==> config.mk <==
export PLATFORM = sky130hd
export DESIGN_NAME = pipe_stage
export DESIGN_NICKNAME = d
export VERILOG_FILES = /design/src/rtl/pipe_stage_pkg.sv /design/src/rtl/pipe_stage_entry.sv /design/src/rtl/pipe_stage.sv
export SDC_FILE = /design/constraint.sdc
export NUM_CORES = 1
export LEC_CHECK = 0
export ABC_AREA = 1
export CAP_MARGIN = 20
export CORE_MARGIN = 2
export CORE_UTILIZATION = 45
export DETAILED_ROUTE_END_ITERATION = 8
export PLACE_DENSITY_LB_ADDON = 0.08
export RECOVER_POWER = 100
export SKIP_LAST_GASP = 1
export SLEW_MARGIN = 10
export SYNTH_ARGS = -nofsm -noshare
export SYNTH_HDL_FRONTEND = slang
export SYNTH_SLANG_ARGS = --single-unit
==> constraint.sdc <==
create_clock -name clk_i -period 3 [get_ports clk_i]
set_clock_uncertainty 0.2 [all_clocks]
set_input_delay 0.3 -clock clk_i [delete_from_list [all_inputs] [get_ports clk_i]]
set_output_delay 0.3 -clock clk_i [all_outputs]
set_load 0.03 [all_outputs]
==> src/rtl/pipe_stage_pkg.sv <==
// Shared types for the inter-stage pipeline register: occupancy states and helpers.
package pipe_stage_pkg;

  // Number of payloads currently held by a stage. TWO only exists with the skid entry.
  typedef enum logic [1:0] {
    OCC_EMPTY = 2'd0,
    OCC_ONE   = 2'd1,
    OCC_TWO   = 2'd2
  } occ_state_e;

  // Deepest occupancy a stage can reach for a given skid setting.
  function automatic occ_state_e occ_limit(input int skid);
    return (skid != 0) ? OCC_TWO : OCC_ONE;
  endfunction

  // A stage still has room for another payload unless both entries are full.
  function automatic logic has_room(input occ_state_e occ);
    return (occ != OCC_TWO);
  endfunction

endpackage

==> src/rtl/pipe_stage_entry.sv <==
// One storage slot of a pipeline stage: a payload register and its valid bit.
// Flush clears only the valid bit so squashed stages do not toggle the data bus.
module pipe_stage_entry #(
  parameter int WIDTH = 32
) (
  input  logic             clk_i,
  input  logic             rst_i,
  input  logic             flush_i,
  input  logic             load_i,
  input  logic             clear_i,
  input  logic [WIDTH-1:0] data_i,
  output logic             valid_o,
  output logic [WIDTH-1:0] data_o
);

  // Reset beats flush, flush beats load, and a load wins over a same-cycle clear.
  always_ff @(posedge clk_i) begin
    if (!rst_i) begin
      valid_o <= 1'b0;
      data_o  <= '0;
    end else if (flush_i) begin
      valid_o <= 1'b0;
    end else if (load_i) begin
      valid_o <= 1'b1;
      data_o  <= data_i;
    end else if (clear_i) begin
      valid_o <= 1'b0;
    end
  end

endmodule

==> src/rtl/pipe_stage.sv <==
// Valid/ready pipeline register between two CPU stages, with synchronous flush.
// SKID=0 keeps one entry and a combinational ready; SKID=1 adds a second entry so
// the ready output comes straight from a flop and the allow-in chain is broken.
module pipe_stage
  import pipe_stage_pkg::*;
#(
  parameter int WIDTH = 32,
  parameter int SKID  = 0
) (
  input  logic             clk_i,
  input  logic             rst_i,
  input  logic             flush_i,
  input  logic             in_valid_i,
  output logic             in_ready_o,
  input  logic [WIDTH-1:0] in_data_i,
  output logic             out_valid_o,
  input  logic             out_ready_i,
  output logic [WIDTH-1:0] out_data_o,
  output logic [1:0]       occ_o
);

  occ_state_e       occ;
  occ_state_e       occ_next;
  logic             in_ready_q;
  logic             in_fire;
  logic             out_fire;
  logic             main_load;
  logic             main_clear;
  logic             main_valid;
  logic [WIDTH-1:0] main_src;
  logic             skid_load;
  logic             skid_clear;

  // Without skid, ready is simply "main is free or being drained this cycle";
  // with skid it is the registered room flag, so no input reaches it combinationally.
  assign in_ready_o  = (SKID != 0) ? in_ready_q
                                   : (rst_i && (!main_valid || out_ready_i));
  assign in_fire     = in_valid_i && in_ready_o;
  assign out_fire    = main_valid && out_ready_i;
  assign out_valid_o = main_valid;
  assign occ_o       = occ;

  // Decide the next occupancy and what the main entry does this edge.
  always_comb begin
    occ_next   = occ;
    main_load  = 1'b0;
    main_clear = 1'b0;
    case (occ)
      OCC_EMPTY: begin
        if (in_fire) begin
          main_load = 1'b1;
          occ_next  = OCC_ONE;
        end
      end
      OCC_ONE: begin
        if (in_fire && out_fire) begin
          main_load = 1'b1;
        end else if (out_fire) begin
          main_clear = 1'b1;
          occ_next   = OCC_EMPTY;
        end else if (in_fire && (occ_limit(SKID) == OCC_TWO)) begin
          occ_next = OCC_TWO;
        end
      end
      OCC_TWO: begin
        if (out_fire) begin
          main_load = 1'b1;
          occ_next  = OCC_ONE;
        end
      end
      default: begin
        occ_next = OCC_EMPTY;
      end
    endcase
    if (flush_i) begin
      occ_next = OCC_EMPTY;
    end
  end

  // Occupancy state and the registered allow-in flag; ready stays low through reset.
  always_ff @(posedge clk_i) begin
    if (!rst_i) begin
      occ        <= OCC_EMPTY;
      in_ready_q <= 1'b0;
    end else begin
      occ        <= occ_next;
      in_ready_q <= has_room(occ_next);
    end
  end

  pipe_stage_entry #(
    .WIDTH(WIDTH)
  ) u_main (
    .clk_i  (clk_i),
    .rst_i  (rst_i),
    .flush_i(flush_i),
    .load_i (main_load),
    .clear_i(main_clear),
    .data_i (main_src),
    .valid_o(main_valid),
    .data_o (out_data_o)
  );

  generate
    if (SKID != 0) begin : g_skid
      logic             skid_valid;
      logic [WIDTH-1:0] skid_data;

      // The skid slot catches the one payload accepted while main is stalled and
      // hands it to main when main drains, so ordering stays first-in first-out.
      assign skid_load  = (occ == OCC_ONE) && in_fire && !out_fire;
      assign skid_clear = (occ == OCC_TWO) && out_fire;
      assign main_src   = skid_valid ? skid_data : in_data_i;

      pipe_stage_entry #(
        .WIDTH(WIDTH)
      ) u_skid (
        .clk_i  (clk_i),
        .rst_i  (rst_i),
        .flush_i(flush_i),
        .load_i (skid_load),
        .clear_i(skid_clear),
        .data_i (in_data_i),
        .valid_o(skid_valid),
        .data_o (skid_data)
      );
    end else begin : g_no_skid
      assign skid_load  = 1'b0;
      assign skid_clear = 1'b0;
      assign main_src   = in_data_i;
    end
  endgenerate

endmodule

==> results.txt <==
Status - completed
Clk slew on worst S/H paths - 90 ps
Share of cells above drive strength 1 - 10.6%
# DRC - 0
PostCTS Resize Cnt - 0
Final-report setup violation count - 0
Synth Flop Type - dfxtp_1
Area of the die - 4130 um^2
Yosys cell types - 18
Final antenna diode count - 0
Part of the power in registers - 50.6%
GRT overflow - 0
# Max-Cap Violations - 0
Clock insertion delay at the later pin of the skew report - 340 ps
GRT Overall Usage - 18.5%
Vias in the first global route - 1425
Yosys top cell by area - dfxtp_1
Sink Count - 34
Final Max Tran Viols - 0
RR Startpoint - u_main.valid_o
Routed WL - 3510 um
Worst endpoint required time - 3040 ps
Row count - 21
Top cell type's share of synthesized area - 41.7%
Setup_tns - 0 ps
P_leak - 1.13 nW
CTS tree - done
P&R area growth vs syn - 43.9%
Die height - 64.2 um
Io pins - 73
Worst Setup EP - u_main.data_o[26]
CTS root buffer - clkbuf_4
Dpl cells - 331
Top cells by area, synth - dfxtp_1 (42%), a21oi_2 (10%), nand3_1 (9.8%)
Clock power frac - 24.5%
# H-tree levels - 2
Antenna-violating nets left - 0
Input/output buffers - 71
Yosys Warn Count - 0
Setup Crit Path Kind - in2reg
Power Internal - 0.000670 W
Gate count after technology mapping - 227
Post-synth EDFFs - 0
Reg-to-reg slack, setup - 1150 ps
Max FO, Critical Path - 35
Ys async rst share - 0%
Fin crit share - 73.6%
First-pass GRT wire length - 5970 um
Final WS setup - 791 ps
Routability-driven placement congestion ratio - 0.719
R2R cell count - 7
Most frequent cell after synthesis - nand2_1
CTS Buffer Depth - 2
Initial Utilization - 47.8%
Post-place setup slack - 840 ps
Worst reg2reg path endpoint - u_main.data_o[26]
Initial antenna violation count - 0
Worst vdd ir - 0.206 mV
Post-synthesis sequential area ratio - 41.7%
Avg Vias per Cell - 4.55
CP Launch Point - rst_i
Power per Cell Area - 410 nW/um^2
Core Area - 3420 um^2
1st-iter DRT viols - 67
Vias - 1538
Comb pwr share - 24.9%
Syn Area/Cell - 7.19 um^2
DR pass1 iterations - 4
Worst Tran Pin Value - 885 ps
Maximum clock rate - 0.453 GHz
Final hold viol count - 0
Net switching power - 0.000293 W
Critical path startpoint category - input pin
Worst hold start - u_main.data_o[0]
Num CTS Buffers - 5
WHS - 283 ps
Tmin final - 2210 ps
Final net count - 329
CP arrival - 2250 ps
Crit end category - flip-flop
Post-Syn Area - 1630 um^2
Overall die width - 64.2 um
Seq cells post-synth - 34
Hold Path Class - reg2reg
RSZ-0062 raised after global routing - no
Post-CTS setup buffer count - 0
Sw frac - 30.5%
WL per Instance - 10.4 um
Post-Syn Nets - 264
Worst rel slew slack - 40.9%
Largest net degree at the start of global routing - 36
Commonest cells post-synth - nand2_1 (35), dfxtp_1 (34), inv_1 (33), nor2_1 (33), nand3_1 (32)
Hpwl dp - 2390 um
Post-CTS Hold Fix Bufs - 0
Finished Layout Cells - 338
-- through the flow --
step	cell area, um^2	power (W)	util, %
after global placement	2320	0.000748	67.9
after CTS	2360	0.000983	69.2
final	2350	0.000963	68.8
after global routing	2350	0.00101	68.8
after detailed placement	2320	0.000751	67.9
after floorplan	1630	0.000650	-
-- critical path: stages --
cell and delay (ps):
dlygate4sd3_1 540, buf_4 230, nand3_1 180, nor2_4 110
clkbuf_2 590, nand3_1 150, nand2_1 100, nor2_1 40
-- power by group through the flow --
stage               Sequential, W  Combinational, W  Clock (W)
finish                   0.000488          0.000240   0.000236
detailed placement       0.000499          0.000251          0
floorplan                0.000544          0.000106          0
CTS                      0.000489          0.000252   0.000241
global route             0.000490          0.000263   0.000258
global placement         0.000498          0.000249          0
-- sequential cells by signal (all words and copies together) (netlist names) --
| register | count |
|---|---|
| occ_o | 1 |
| u_main.data_o | 32 |
| u_main.valid_o | 1 |
-- worst min path at each step --
stage	endpoint	slack [ps]	cells past startpoint
final	u_main.data_o[0]	280	2
after global routing	u_main.data_o[8]	320	2
after CTS	u_main.data_o[2]	290	2
after detailed placement	u_main.data_o[12]	270	2
after global placement	u_main.data_o[14]	260	2
after floorplan	occ_o[0]	270	2
-- logic make-up (layout without fill, tap and decap cells) --
kind of cell	count (synthesis)	count (layout)	synth area share [%]
flip-flops	34	34	41.7
other	1	1	0.230
AO/OA/AOI/OAI	36	36	15.7
buffers and inverters	54	119	15.9
AND/OR/NAND/NOR	102	102	26.4
-- metal layers --
layer	vias to the layer above	global-route usage [%]	wire length, um
li1	829	-	-
met1	654	22.1	1610
met2	49	30.3	1600
met3	6	5.46	238
met4	0	8.78	61
met5	-	0	0
-- cell type report --
| class | instances | area, um^2 |
|---|---|---|
| fillers | 342 | 1070 |
| repair buffers | 77 | 747 |
| clock buffers | 7 | 45.0 |
| inverters | 35 | 131 |
| flip-flops and latches | 34 | 681 |
| well taps | 46 | 57.6 |
| multi-input cells | 139 | 688 |
-- cells in the final DEF (no fill, tap or decap) --
cell type	netlist	layout
a21oi_1	15	16
buf_4	2	5
nor2_4	0	1
clkdlybuf4s50_1	0	34
clkbuf_4	0	5
nand3_1	32	33
clkbuf_1	2	3
a21oi_2	19	18
nor2_1	33	33
inv_1	33	34
dfxtp_1	34	34
dlygate4sd3_1	0	36
clkbuf_2	0	1
a21boi_1	1	1
conb_1	1	1
a21boi_0	1	1
nand2_1	35	35
inv_2	2	1
(Power assumes the default switching activity.)
